--- config.mk ---
export PLATFORM = sky130hd
export DESIGN_NAME = dma_bus_arbiter_flat
export DESIGN_NICKNAME = d
export VERILOG_FILES = /design/src/rtl/dma_bus_arbiter_pkg.sv /design/src/rtl/dma_bus_arbiter_if.sv /design/src/rtl/dma_bus_arbiter_watchdog.sv /design/src/rtl/dma_bus_arbiter.sv /design/src/flat_wrapper.sv
export SDC_FILE = /design/constraint.sdc
export NUM_CORES = 1
export LEC_CHECK = 0
export CELL_PAD_IN_SITES_DETAIL_PLACEMENT = 0
export CELL_PAD_IN_SITES_GLOBAL_PLACEMENT = 1
export CORE_AREA = 2 2 39 41
export CTS_BUF_LIST = sky130_fd_sc_hd__clkbuf_8
export CTS_CLUSTER_DIAMETER = 80
export DETAILED_ROUTE_END_ITERATION = 16
export DIE_AREA = 0 0 41 43
export GPL_TIMING_DRIVEN = 0
export PLACE_DENSITY = 0.71
export SLEW_MARGIN = 20
export SYNTH_ARGS = -nofsm -noshare
export SYNTH_HDL_FRONTEND = slang
export SYNTH_SLANG_ARGS = --single-unit
--- constraint.sdc ---
create_clock -name CLK -period 1.9 [get_ports CLK]
set_clock_uncertainty 0.15 [all_clocks]
set_input_delay 0.19 -clock CLK [delete_from_list [all_inputs] [get_ports CLK]]
set_output_delay 0.19 -clock CLK [all_outputs]
set_load 0.05 [all_outputs]
--- src/rtl/dma_bus_arbiter_pkg.sv ---
// Shared types and constants for the CPU/DMA memory-bus arbiter.
package dma_bus_arbiter_pkg;

  typedef enum logic [2:0] {
    ST_IDLE    = 3'd0,
    ST_REQ     = 3'd1,
    ST_DRAIN   = 3'd2,
    ST_GRANT   = 3'd3,
    ST_RELEASE = 3'd4
  } arb_state_e;

  localparam int WD_CYCLES_DEFAULT = 64;
  localparam int WORD_SIZE         = 64;
  localparam int WD_CNT_W          = 10;

  // States in which a transfer is being negotiated or is in flight.
  function automatic logic is_active(input arb_state_e s);
    return (s == ST_REQ) || (s == ST_DRAIN) || (s == ST_GRANT);
  endfunction

endpackage

--- src/rtl/dma_bus_arbiter_if.sv ---
// CPU / DMA engine handshake bundle; slave is the arbiter side, master the CPU+engine side.
interface dma_bus_arbiter_if;
  logic cpu_dma_start;
  logic cpu_bus_busy;
  logic BR;
  logic dma_interrupt;
  logic cmd;
  logic BG;
  logic cpu_stall;
  logic dma_done;
  logic dma_error;
  logic busy;

  modport slave (
    input  cpu_dma_start, cpu_bus_busy, BR, dma_interrupt,
    output cmd, BG, cpu_stall, dma_done, dma_error, busy
  );

  modport master (
    output cpu_dma_start, cpu_bus_busy, BR, dma_interrupt,
    input  cmd, BG, cpu_stall, dma_done, dma_error, busy
  );
endinterface

--- src/rtl/dma_bus_arbiter_watchdog.sv ---
// Transfer watchdog: counts active cycles since request acceptance and flags expiry.
module dma_watchdog
  import dma_bus_arbiter_pkg::*;
#(
  parameter int WD_CYCLES = WD_CYCLES_DEFAULT
) (
  input  logic clk,
  input  logic rst_n,
  input  logic clear,
  input  logic run,
  output logic expired
);

  localparam logic [WD_CNT_W-1:0] LIMIT = WD_CNT_W'(WD_CYCLES - 1);

  logic [WD_CNT_W-1:0] count_r;

  // Active-cycle counter, restarted whenever a new request is accepted.
  always_ff @(posedge clk or negedge rst_n) begin
    if (!rst_n) begin
      count_r <= '0;
    end else if (clear) begin
      count_r <= '0;
    end else if (run) begin
      count_r <= count_r + 10'd1;
    end else begin
      count_r <= count_r;
    end
  end

  // Fires on the cycle whose edge would make the count reach WD_CYCLES.
  assign expired = run && (count_r == LIMIT);

endmodule

--- src/rtl/dma_bus_arbiter.sv ---
// Shared-bus arbiter between CPU and DMA engine; optional watchdog under DMA_WATCHDOG_EN.
module dma_bus_arbiter
  import dma_bus_arbiter_pkg::*;
#(
  parameter int WD_CYCLES = WD_CYCLES_DEFAULT
) (
  input logic              CLK,
  input logic              reset_n,
  dma_bus_arbiter_if.slave bus
);

  arb_state_e state_r, next_s;
  logic       pending_r, pending_n;
  logic       expired_s;
  logic       cmd_r, bg_r, stall_r, done_r, busy_r;

  // Next-state and one-deep pending-request bookkeeping.
  always_comb begin
    next_s    = state_r;
    pending_n = pending_r;
    if ((state_r != ST_IDLE) && bus.cpu_dma_start) begin
      pending_n = 1'b1;
    end else begin
      pending_n = pending_r;
    end
    case (state_r)
      ST_IDLE: begin
        if (bus.cpu_dma_start || pending_r) begin
          next_s    = ST_REQ;
          pending_n = 1'b0;
        end else begin
          next_s = ST_IDLE;
        end
      end
      ST_REQ: begin
        if (expired_s)   next_s = ST_RELEASE;
        else if (bus.BR) next_s = ST_DRAIN;
        else             next_s = ST_REQ;
      end
      ST_DRAIN: begin
        if (expired_s)              next_s = ST_RELEASE;
        else if (!bus.cpu_bus_busy) next_s = ST_GRANT;
        else                        next_s = ST_DRAIN;
      end
      ST_GRANT: begin
        if (bus.dma_interrupt || expired_s) next_s = ST_RELEASE;
        else                                next_s = ST_GRANT;
      end
      ST_RELEASE: begin
        if (!bus.BR && !bus.dma_interrupt) next_s = ST_IDLE;
        else                               next_s = ST_RELEASE;
      end
      default: begin
        next_s    = ST_IDLE;
        pending_n = 1'b0;
      end
    endcase
  end

  // State register; outputs are decoded from the next state so they change with it.
  always_ff @(posedge CLK or negedge reset_n) begin
    if (!reset_n) begin
      state_r   <= ST_IDLE;
      pending_r <= 1'b0;
      cmd_r     <= 1'b0;
      bg_r      <= 1'b0;
      stall_r   <= 1'b0;
      done_r    <= 1'b0;
      busy_r    <= 1'b0;
    end else begin
      state_r   <= next_s;
      pending_r <= pending_n;
      cmd_r     <= is_active(next_s);
      bg_r      <= (next_s == ST_GRANT);
      stall_r   <= (next_s == ST_DRAIN) || (next_s == ST_GRANT) || (next_s == ST_RELEASE);
      done_r    <= (state_r == ST_RELEASE) && (next_s == ST_IDLE);
      busy_r    <= (next_s != ST_IDLE);
    end
  end

  assign bus.cmd       = cmd_r;
  assign bus.BG        = bg_r;
  assign bus.cpu_stall = stall_r;
  assign bus.dma_done  = done_r;
  assign bus.busy      = busy_r;

`ifdef DMA_WATCHDOG_EN
  logic accept_s, run_s, error_r;

  assign accept_s = (state_r == ST_IDLE) && (next_s == ST_REQ);
  assign run_s    = is_active(state_r);

  dma_watchdog #(.WD_CYCLES(WD_CYCLES)) u_wd (
    .clk     (CLK),
    .rst_n   (reset_n),
    .clear   (accept_s),
    .run     (run_s),
    .expired (expired_s)
  );

  // Sticky error: set by a watchdog abort, cleared by the next accepted request.
  always_ff @(posedge CLK or negedge reset_n) begin
    if (!reset_n) begin
      error_r <= 1'b0;
    end else if (expired_s) begin
      error_r <= 1'b1;
    end else if (accept_s) begin
      error_r <= 1'b0;
    end else begin
      error_r <= error_r;
    end
  end

  assign bus.dma_error = error_r;
`else
  assign expired_s     = 1'b0;
  assign bus.dma_error = 1'b0;
`endif

endmodule

--- src/flat_wrapper.sv ---
// flat-port wrapper written by rule: the top's interface ports become plain ports
module dma_bus_arbiter_flat import dma_bus_arbiter_pkg::*;
#(
  parameter int WD_CYCLES = WD_CYCLES_DEFAULT
)
  (CLK, reset_n, bus_cpu_dma_start, bus_cpu_bus_busy, bus_BR, bus_dma_interrupt, bus_cmd, bus_BG, bus_cpu_stall, bus_dma_done, bus_dma_error, bus_busy);
  dma_bus_arbiter_if bus_i ();
  input logic CLK;
  input logic reset_n;
  input wire logic [$bits(bus_i.cpu_dma_start)-1:0] bus_cpu_dma_start;
  input wire logic [$bits(bus_i.cpu_bus_busy)-1:0] bus_cpu_bus_busy;
  input wire logic [$bits(bus_i.BR)-1:0] bus_BR;
  input wire logic [$bits(bus_i.dma_interrupt)-1:0] bus_dma_interrupt;
  output wire logic [$bits(bus_i.cmd)-1:0] bus_cmd;
  output wire logic [$bits(bus_i.BG)-1:0] bus_BG;
  output wire logic [$bits(bus_i.cpu_stall)-1:0] bus_cpu_stall;
  output wire logic [$bits(bus_i.dma_done)-1:0] bus_dma_done;
  output wire logic [$bits(bus_i.dma_error)-1:0] bus_dma_error;
  output wire logic [$bits(bus_i.busy)-1:0] bus_busy;
  assign bus_i.cpu_dma_start = bus_cpu_dma_start;
  assign bus_i.cpu_bus_busy = bus_cpu_bus_busy;
  assign bus_i.BR = bus_BR;
  assign bus_i.dma_interrupt = bus_dma_interrupt;
  assign bus_cmd = bus_i.cmd;
  assign bus_BG = bus_i.BG;
  assign bus_cpu_stall = bus_i.cpu_stall;
  assign bus_dma_done = bus_i.dma_done;
  assign bus_dma_error = bus_i.dma_error;
  assign bus_busy = bus_i.busy;
  dma_bus_arbiter #(.WD_CYCLES(WD_CYCLES)) u_core (.CLK(CLK), .reset_n(reset_n), .bus(bus_i));
endmodule
# == Word-level counts from Yosys, hierarchy flattened ==
# Index checks and enable logic that the tools add are counted.
# totals
reg_bits,9
in_bits,6
output_inout_bits,6
word_cells,39
# classes
eq_ne,8
muxes,9
reduce_logical,15
# ops
cell,n
one-hot mux 3 bit (5 select lines),1
equality test 3 x 2 -> 1 bit (second input constant),4
equality test 3 x 1 -> 1 bit (second input constant),2
equality test 3 bit (second input constant),2
logical NOT 3 bit,2
two-way mux 3 bit,2
nonzero test 3 bit,2
logical OR 1 bit,5
two-way mux 1 bit,4
OR reduction 4 bit,1
logical AND 1 bit,3
logical NOT 1 bit,2
two-way mux 2 bit,1
one-hot mux 1 bit (2 select lines),1

# == Depth between registers and ports, before layout ==
# Gate-level depths: netlist (run 1).
# logic_depth
depth_word,7
mapped_depth,4
ltp_nobuf,3

# == Worst setup path after synthesis (run 1) ==
# Ideal clock, no wire load.
# synth_path
path_kind,reg-to-reg
start,register u_core.state_r[0]
end,register u_core.busy_r (netlist: u_core.bus.busy)
setup_ps,65
arrival_ps,1089
t_required_ps,1685
setup_slack_ps,596
stages_incl_launch_ff,5
path_buffers,1
synth_period_minus_slack_ps,1304
cell_sequence,dfrtp_1 > buf_2 > or3b_4 > o22ai_2 > or2_1
# synth_via
elab_chain_cells,3
word_cells_on_any_way,7
cone_classes,eq/ne: 4; mux: 1; reduce/logical: 2
# synth_lines
item,line_no,rtl
from (decl),dma_bus_arbiter.sv:12,"arb_state_e state_r, next_s;"
from (signal assigned),dma_bus_arbiter.sv:71,state_r <= next_s;
"equality test 3 bit, or another cell as far along",dma_bus_arbiter.sv:26,case (state_r)
one-hot mux 3 bit (5 select lines) (*),dma_bus_arbiter.sv:26,
nonzero test 3 bit (*),dma_bus_arbiter.sv:77,busy_r <= (next_s != ST_IDLE);
to (signal assigned),dma_bus_arbiter.sv:77,
to (decl),dma_bus_arbiter.sv:15,"logic cmd_r, bg_r, stall_r, done_r, busy_r;"
# Every way passes the cells marked *; elsewhere a longest branch is shown, timed or not.

# == Worst setup path in the final report (run 1) ==
# layout_path
start,register u_core.done_r (netlist: u_core.bus.dma_done)
end,output bus_dma_done
# layout_rtl
item,line_no,rtl
from (decl),dma_bus_arbiter.sv:15,
from (signal assigned),dma_bus_arbiter.sv:76,done_r <= (state_r == ST_RELEASE) && (next_s == ST_IDLE);
to (decl),flat_wrapper.sv:17,output wire logic [$bits(bus_i.dma_done)-1:0] bus_dma_done;
# No word-level cell between the ends.

==> results of run 1 <==
flip-flops by register name, summed over array words and instances (netlist names):
| register | flops |
|---|---|
| u_core.bus.BG | 1 |
| u_core.bus.cmd | 1 |
| u_core.pending_r | 1 |
| u_core.bus.cpu_stall | 1 |
| u_core.bus.dma_done | 1 |
| u_core.bus.busy | 1 |
| u_core.state_r | 3 |
logic make-up after synthesis:
logic type,count (synthesis),synth area share [%]
and+or+nand+nor,13,20.5
AOI/OAI and AO/OA,9,18.6
other,1,0.945
DFF,9,56.8
buffers and inverters,2,3.15
path summary, 6_finish.rpt:
kind / slack [ns] / end / start / depth (start not counted)
max: 0.22 / bus_dma_done / u_core.bus.dma_done / 1
min: 0.1 / u_core.bus.BG / reset_n / 1
max reg2reg: 0.52 / u_core.bus.busy / u_core.state_r[0] / 4
min reg2reg: 0.40 / u_core.pending_r / u_core.pending_r / 2
max in group asynchronous: 1.23 / u_core.state_r[2] / reset_n / 1
min in group CLK: 0.40 / u_core.pending_r / u_core.pending_r / 2
per-layer routing:
metal	vias to the layer above	share of wire, %	global-route usage, %
li1	145	-	-
met1	128	42	12.4
met2	7	49	14.4
met3	2	6.3	6.28
met4	0	2.4	10.0
met5	-	0	0
where the power goes:
part	switching [mW]	leakage, nW	total (mW)	internal, mW
Sequential	0.0442	0.110	0.317	0.273
Clock	0.0709	0.0269	0.211	0.140
Combinational	0.279	0.110	0.483	0.204
cells in the final DEF (no fill, tap or decap), types with 2 or more instances in the layout:
cell             count
a21oi_1              3
clkbuf_8             3
clkdlybuf4s50_1     10
dfrtp_1              9
nor2_1               3
nor3_1               3
o21bai_1             2
layout make-up:
class                           count  area share (%)
Clock buffer                        3            7.35
Clock inverter                      1           0.668
Multi-Input combinational cell     23            28.3
Timing Repair Buffer               10            17.8
Sequential cell                     9            40.1
Buffer                              2            2.23
Tap cell                           16            3.56
==> impl_results.md, run 1 <==
- Status: finished, final reports clean
- Largest net degree at the start of global routing: 10
- Placement Setup Slack: 0.336 ns
- Area delta synth->final: 41.6%
- DRC Markers: 0
- Syn Std Cell Area: 397 µm²
- Standard-cell rows: 14
- Hold WS: 0.0987 ns
- Mean Syn Cell Area: 11.7 µm²
- Crit start category: register
- Syn Nets: 40
- Area leader, netlist: dfrtp_1
- Post-route ant nets: 0
- Min-Delay Path Class: input pin to asynchronous set/reset pin
- Multi-input logic area: 159 µm²
- Die Footprint: 1760 µm²
- Gp weighted congestion: 0.791
- Yosys Warn Count: 0
- Remaining Overflow, GRT: 0
- Final standard cell area without fillers: 562 µm²
- Core ar.: 1380 µm²
- Max VDD drop: 0.000619 V
- Die span in x: 41 µm
- Total CTS buffers: 3
- CP Max Fanout: 1
- Hold Buf Count CTS: 0
- RSZ-0062 raised after global routing: no
- CP peak stage delay: 0.79 ns
- DR pass1 iterations: 1
- Initial DRC count: 0
- Total Routing Usage GR: 11.2%
- Clock Latency Late Sink: 0.23 ns
- Storage cell area: 225 µm²
- Filler cell count: 150
- Setup crit end kind: output pin
- Dpl hpwl: 511 µm
- Setup WS post-layout: 0.225 ns
- Final Hold Vio Count: 0
- Cts repair resizes: 0
- Top cells by count, synth: dfrtp_1, a21oi_1, nor2_1, nor3_1, o21bai_1
- Fin crit share: 88.2%
- CP delay by family, top: buffers and inverters
- Final Util: 40.6%
- H-tree depth: 1
- Seq/Total Area, Yosys: 56.8%
- Post-Syn Instances: 34
- Max_cap viols: 0
- Vias post-DR: 282
- CTS tree: built
- Worst path cell trace: clkdlybuf4s50_1
- Placed Cells incl. Taps: 60
- # clock sinks: 9
- Clk root buf: clkbuf_8
- Final non-filler cell total: 64
- Post-synth top area share: 56.8%
- Placed cell area: 517 µm²
- Initial Util: 28.7%
- Yosys reg bits: 9
- Final-report max-slew violation count: 0
- Setup Buffers After CTS: 0
- Drt via density: 4.41
- First-pass GRT wire length: 1.18 mm
- Sum of buffers and inverters on the critical path: 1
- Io pins: 12
- Share of layout cells above drive strength 1: 20.8%
- WP data required: 1.56 ns
- Slowest-stage cell, CP: clkdlybuf4s50_1
- Setup tns final: 0 ns
- Synth Flop Type: dfrtp_1
- Top area cells in the synthesized netlist: dfrtp_1, o32ai_2, a21oi_1
- Crit path DAT: 1.34 ns
- Clock tree buffer depth: 2
- PnR Total Power: 1.01 mW
- Drt wl/cell: 10.5 µm
- Vias in the first global route: 286
- Port bufs: 10
- Leak Pwr: 0.247 nW
- Setup CP Type: register to output pin
- ANT cells: 0
- Async SR Flop Fraction: 100%
- Top-count cell post-synth: dfrtp_1
- Fmax: 597 MHz
- Final Critical Period: 1.68 ns
- # setup viols final: 0
- Clk slew on worst S/H paths: 0.04 ns
- # nets final: 55
- Number of antenna violations at the first check in global routing: 0
- Pwr dens: 1800 nW/µm²
- Routed wire length: 669 µm
- Yosys cell types: 19
- EDFF count, synth: 0
- Die span in y: 43 µm
Note: power is estimated with default switching activity, not from simulation.
==> inputs of run 2 (changes only) <==
- CTS_BUF_LIST: sky130_fd_sc_hd__clkbuf_8 -> not set
- GPL_TIMING_DRIVEN: 0 -> 1
==> run 2 against run 1 <==
Effect of this change: sequential power grew 7.6%; critical path depth unchanged; wire length grew 1.6%; register-to-register slack about the same.
==> impl_results.md, run 2 (synthesized netlist as in run 1, its figures left out) <==
- Final-report max-slew violation count: 0 (unchanged)
- Slowest-stage cell, CP: clkdlybuf4s50_1
- Drt via density: 4.53 (+2.9%)
- H-tree depth: 1 (unchanged)
- Crit path DAT: 1.37 ns (+0.03 ns)
- Io pins: 12 (unchanged)
- Setup crit end kind: output pin
- Largest Register: u_core.state_r
- Met3 Track Usage GR: 7.85% (+1.6 points)
- Final Hold Vio Count: 0 (unchanged)
- Post-route ant nets: 0 (unchanged)
- Busiest grt layer: met2
- Least-Margin Pin Slew: 0.498 ns
- Area delta synth->final: 33.8%
- DRC Markers: 0 (unchanged)
- # nets final: 53 (-3.6%)
- Commonest non-fill, non-tap cell in the layout: clkdlybuf4s50_1
- Met1 usage: 11.4% (-1.0 points)
- Die span in y: 43 µm (unchanged)
- Hold Buf Count CTS: 0 (unchanged)
- Fin crit share: 90.1% (+1.9 points)
- Filler cell count: 141 (-6.0%)
- Clk root buf: clkbuf_4
- RSZ-0062 raised after global routing: no
- Initial DRC count: 1 (+1)
- Max_cap viols: 0 (unchanged)
- Vias in the first global route: 273 (-4.5%)
- Worst path cell trace: clkdlybuf4s50_1
- Total CTS buffers: 3 (unchanged)
- Clock Latency Late Sink: 0.26 ns (+0.03 ns)
- Fmax: 584 MHz (-2.1%)
- WP data required: 1.56 ns (about the same)
- Core ar.: 1380 µm² (unchanged)
- Total Routing Usage GR: 10.3% (-0.92 points)
- Remaining Overflow, GRT: 0 (unchanged)
- Leak Pwr: 0.225 nW (-8.6%)
- Max-Slew Margin vs Limit: 66.7%
- Setup tns final: 0 ns (unchanged)
- Pwr dens: 1770 nW/µm² (-1.7%)
- CP Max Fanout: 1 (unchanged)
- Clock tree buffer depth: 2 (unchanged)
- Vias post-DR: 281 (-0.35%)
- Sum of buffers and inverters on the critical path: 1 (unchanged)
- Final Critical Period: 1.71 ns (+0.0358 ns)
- Routed wire length: 680 µm (+1.6%)
- Standard-cell rows: 14 (unchanged)
- DR pass1 iterations: 2 (+1)
- CP peak stage delay: 0.80 ns (about the same)
- CP delay by family, top: buffers and inverters
- Min-Delay Path Class: input pin to asynchronous set/reset pin
- Most frequent cells in the layout: clkdlybuf4s50_1, dfrtp_1
- Met2 Use GR: 13.8% (-0.62 points)
- Status: finished, final reports clean
- CTS tree: built
- Die Footprint: 1760 µm² (unchanged)
- Largest net degree at the start of global routing: 10 (unchanged)
- First-pass GRT wire length: 1.15 mm (-2.3%)
- ANT cells: 0 (unchanged)
- Port bufs: 10 (unchanged)
- Setup CP Type: register to output pin
- Dpl hpwl: 530 µm (+3.7%)
- Number of antenna violations at the first check in global routing: 0 (unchanged)
- Number of flip-flops in the largest register: 3 (unchanged)
- Cts repair resizes: 0 (unchanged)
- Clk slew on worst S/H paths: 0.06 ns (+0.02 ns)
- Crit start category: register
- Initial Util: 28.7% (unchanged)
- Final Util: 38.3% (-2.3 points)
- Setup Buffers After CTS: 0 (unchanged)
- Max VDD drop: 0.000729 V (+18%)
- Gp weighted congestion: 0.799 (+0.90%)
- # clock sinks: 9 (unchanged)
- Die span in x: 41 µm (unchanged)
- Drt wl/cell: 11.0 µm (+4.9%)
- Share of layout cells above drive strength 1: 17.4% (-3.4 points)
- # setup viols final: 0 (unchanged)
[run 2: changes by cell type in the layout (fill, tap and decap cells not counted)]
cell / delta
clkbuf_4: +3
clkbuf_8: -3
buf_2: -1
buf_4: -1
clkbuf_1: +1
inv_1: -1
[run 2: metrics by stage]
stage                     cells  worst slack, ns  total power, mW  cell area (µm²)  hold WS (ns)
after global routing         62            0.132             1.00              531         0.107
after detailed placement     58            0.385            0.801              504         0.359
final                        62            0.189            0.939              531        0.0716
after floorplan              34            0.596            0.675              397        -0.256
after CTS                    62            0.174            0.948              531        0.0802
after global placement       58            0.383            0.807              504         0.359
[run 2: layer usage]
layer,up-vias,wire (µm)
met2,8,334
met5,-,0
li1,143,-
met4,0,5
met1,128,292
met3,2,47
[run 2: layout make-up]
cell class / count / area (µm²) / share of cell area (%)
Sequential cell: 9 / 225 / 42.5
Multi-Input combinational cell: 23 / 159 / 30.0
Timing Repair Buffer: 10 / 100 / 18.9
Clock buffer: 4 / 26.3 / 4.95
Tap cell: 16 / 20.0 / 3.77
[run 2: path summary, 6_finish.rpt]
check	start	end	slack, ns	cells past startpoint
min	reset_n	u_core.bus.BG	0.07	1
max	u_core.bus.busy	bus_busy	0.19	1
min in group CLK	u_core.pending_r	u_core.pending_r	0.38	2
max in group asynchronous	reset_n	u_core.state_r[2]	1.24	1
min reg2reg	u_core.pending_r	u_core.pending_r	0.38	2
max reg2reg	u_core.state_r[0]	u_core.bus.busy	0.52	3
[run 2: power breakdown]
part / internal, mW / total, mW / leakage [nW] / switching [mW]
sequential: 0.272 / 0.341 / 0.110 / 0.0687
combinational: 0.195 / 0.456 / 0.101 / 0.261
clock: 0.0806 / 0.142 / 0.0150 / 0.0616
==> inputs of run 3 (changes only) <==
- GPL_TIMING_DRIVEN: 1 -> 0
==> run 3 against run 2 <==
Effect of this change: count of clock-buffer cells in the layout stayed put; combinational power is 6.1% higher; final cell count is 3.2% higher; hold slack worse by 0.0063 ns; core utilization is 0.90 points higher.
==> impl_results.md, run 3 (synthesized netlist as in run 1, its figures left out) <==
- Logic pwr share: 51.2% (+2.6 points)
- Drt wl/cell: 10.2 µm (-6.8%)
- Commonest non-fill, non-tap cell in the layout: clkdlybuf4s50_1
- Crit start category: register
- Cts repair resizes: 0 (unchanged)
- Setup tns final: 0 ns (unchanged)
- Internal Power: 0.557 mW (+1.7%)
- First-pass GRT wire length: 1.19 mm (+3.0%)
- Area delta synth->final: 36.9%
- Crit path DAT: 1.37 ns (about the same)
- Port bufs: 10 (unchanged)
- Routed wire length: 654 µm (-3.8%)
- # clock sinks: 9 (unchanged)
- Crit path to: bus_dma_done
- R2R cell count: 4 (+1)
- DR pass1 iterations: 2 (unchanged)
- ANT cells: 0 (unchanged)
- # setup viols final: 0 (unchanged)
- Final-report max-slew violation count: 0 (unchanged)
- CTS tree: built
- Initial Util: 28.7% (unchanged)
- Drt via density: 4.64 (+2.4%)
- Final Hold Vio Count: 0 (unchanged)
- WP data required: 1.56 ns (about the same)
- Clock tree buffer depth: 2 (unchanged)
- Die span in y: 43 µm (unchanged)
- DRC Markers: 0 (unchanged)
- Slowest-stage cell, CP: clkdlybuf4s50_1
- # nets final: 55 (+3.8%)
- Worst path cell trace: clkdlybuf4s50_1
- Post-route ant nets: 0 (unchanged)
- Most frequent cells in the layout: clkdlybuf4s50_1, dfrtp_1
- Status: finished, final reports clean
- Fin crit share: 90.1% (about the same)
- Hold WS: 0.0653 ns (-0.00632 ns)
- Max VDD drop: 0.000539 V (-26%)
- Vias in the first global route: 289 (+5.9%)
- CP delay by family, top: buffers and inverters
- Total CTS buffers: 3 (unchanged)
- Crit. path cell count: 1 (unchanged)
- Leak Pwr: 0.235 nW (+4.2%)
- Max_cap viols: 0 (unchanged)
- FF-to-FF Start: u_core.state_r[0]
- Clk root buf: clkbuf_4
- Reg2reg end: u_core.bus.busy
- Gp weighted congestion: 0.791 (-0.89%)
- R2R Setup Slk: 0.52 ns (about the same)
- Die Footprint: 1760 µm² (unchanged)
- Pwr dens: 1740 nW/µm² (-1.6%)
- Number of flip-flops in the largest register: 3 (unchanged)
- Setup CP Type: register to output pin
- Part of the power in the clock network: 15.3% (+0.2 points)
- Switching Share: 41.1% (-0.58 points)
- Hold Buf Count CTS: 0 (unchanged)
- Largest net degree at the start of global routing: 10 (unchanged)
- Clk slew on worst S/H paths: 0.06 ns (about the same)
- Standard-cell rows: 14 (unchanged)
- Total Routing Usage GR: 11.2% (+0.92 points)
- RSZ-0062 raised after global routing: no
- Share of layout cells above drive strength 1: 20.8% (+3.4 points)
- Fmax: 584 MHz (about the same)
- H-tree depth: 1 (unchanged)
- Die span in x: 41 µm (unchanged)
- Dpl hpwl: 511 µm (-3.5%)
- Sum of buffers and inverters on the critical path: 1 (unchanged)
- Critical path origin: u_core.bus.dma_done
- Sequential share of power: 33.5% (-2.8 points)
- Setup crit end kind: output pin
- Largest Register: u_core.state_r
- Final Critical Period: 1.71 ns (+0.000672 ns)
- Filler cell count: 151 (+7.1%)
- Number of antenna violations at the first check in global routing: 0 (unchanged)
- Setup Buffers After CTS: 0 (unchanged)
- Final Util: 39.2% (+0.90 points)
- Sw Pwr: 0.388 mW (-0.73%)
- Clock Latency Late Sink: 0.26 ns (about the same)
- CP peak stage delay: 0.79 ns (about the same)
- Initial DRC count: 5 (+4)
- Vias post-DR: 297 (+5.7%)
- CP Max Fanout: 1 (unchanged)
- Io pins: 12 (unchanged)
- Remaining Overflow, GRT: 0 (unchanged)
- Core ar.: 1380 µm² (unchanged)
- Min-Delay Path Class: input pin to asynchronous set/reset pin
## run 3: changes by cell type in the layout (fill, tap and decap cells not counted)
cell   change
buf_4      +1
buf_2      +1
## run 3: area by class of cell
cell class                      count  area, µm²  area share [%]
Timing Repair Buffer               10        100            18.4
Clock buffer                        4       26.3            4.84
Tap cell                           16       20.0            3.69
Sequential cell                     9        225            41.5
Multi-Input combinational cell     23        159            29.3
Buffer                              2       12.5            2.30
## run 3: how the worst min path moves through the flow
stage / start / end / slack [ns] / depth (start not counted)
2_1_floorplan: reset_n / u_core.bus.BG / -0.26 / 0
3_3_place_gp: reset_n / u_core.bus.BG / 0.37 / 1
3_5_place_dp: reset_n / u_core.bus.BG / 0.35 / 1
4_1_cts: reset_n / u_core.bus.BG / 0.07 / 1
5_1_grt: reset_n / u_core.bus.dma_done / 0.09 / 1
6_report: reset_n / u_core.bus.BG / 0.07 / 1
## run 3: per-stage QoR
stage	area [µm²]	power [mW]	std cells	worst slack [ns]
global route	543	1.03	64	0.113
CTS	543	0.962	64	0.172
global placement	517	0.811	60	0.334
finish	543	0.946	64	0.188
floorplan	397	0.675	34	0.596
detailed placement	517	0.812	60	0.336
## run 3: power by group through the flow
stage               sequential, mW  combinational [mW]  clock [mW]
floorplan                    0.455               0.220           0
global placement             0.321               0.490           0
detailed placement           0.321               0.491           0
CTS                          0.318               0.491       0.153
global route                 0.328               0.532       0.168
finish                       0.317               0.484       0.145
## run 3: routing by layer
layer / wire, µm / global-route usage, %
met2: 322 / 14.4
met3: 45 / 7.85
met5: 0 / 0
met4: 12 / 8.00
met1: 274 / 12.4
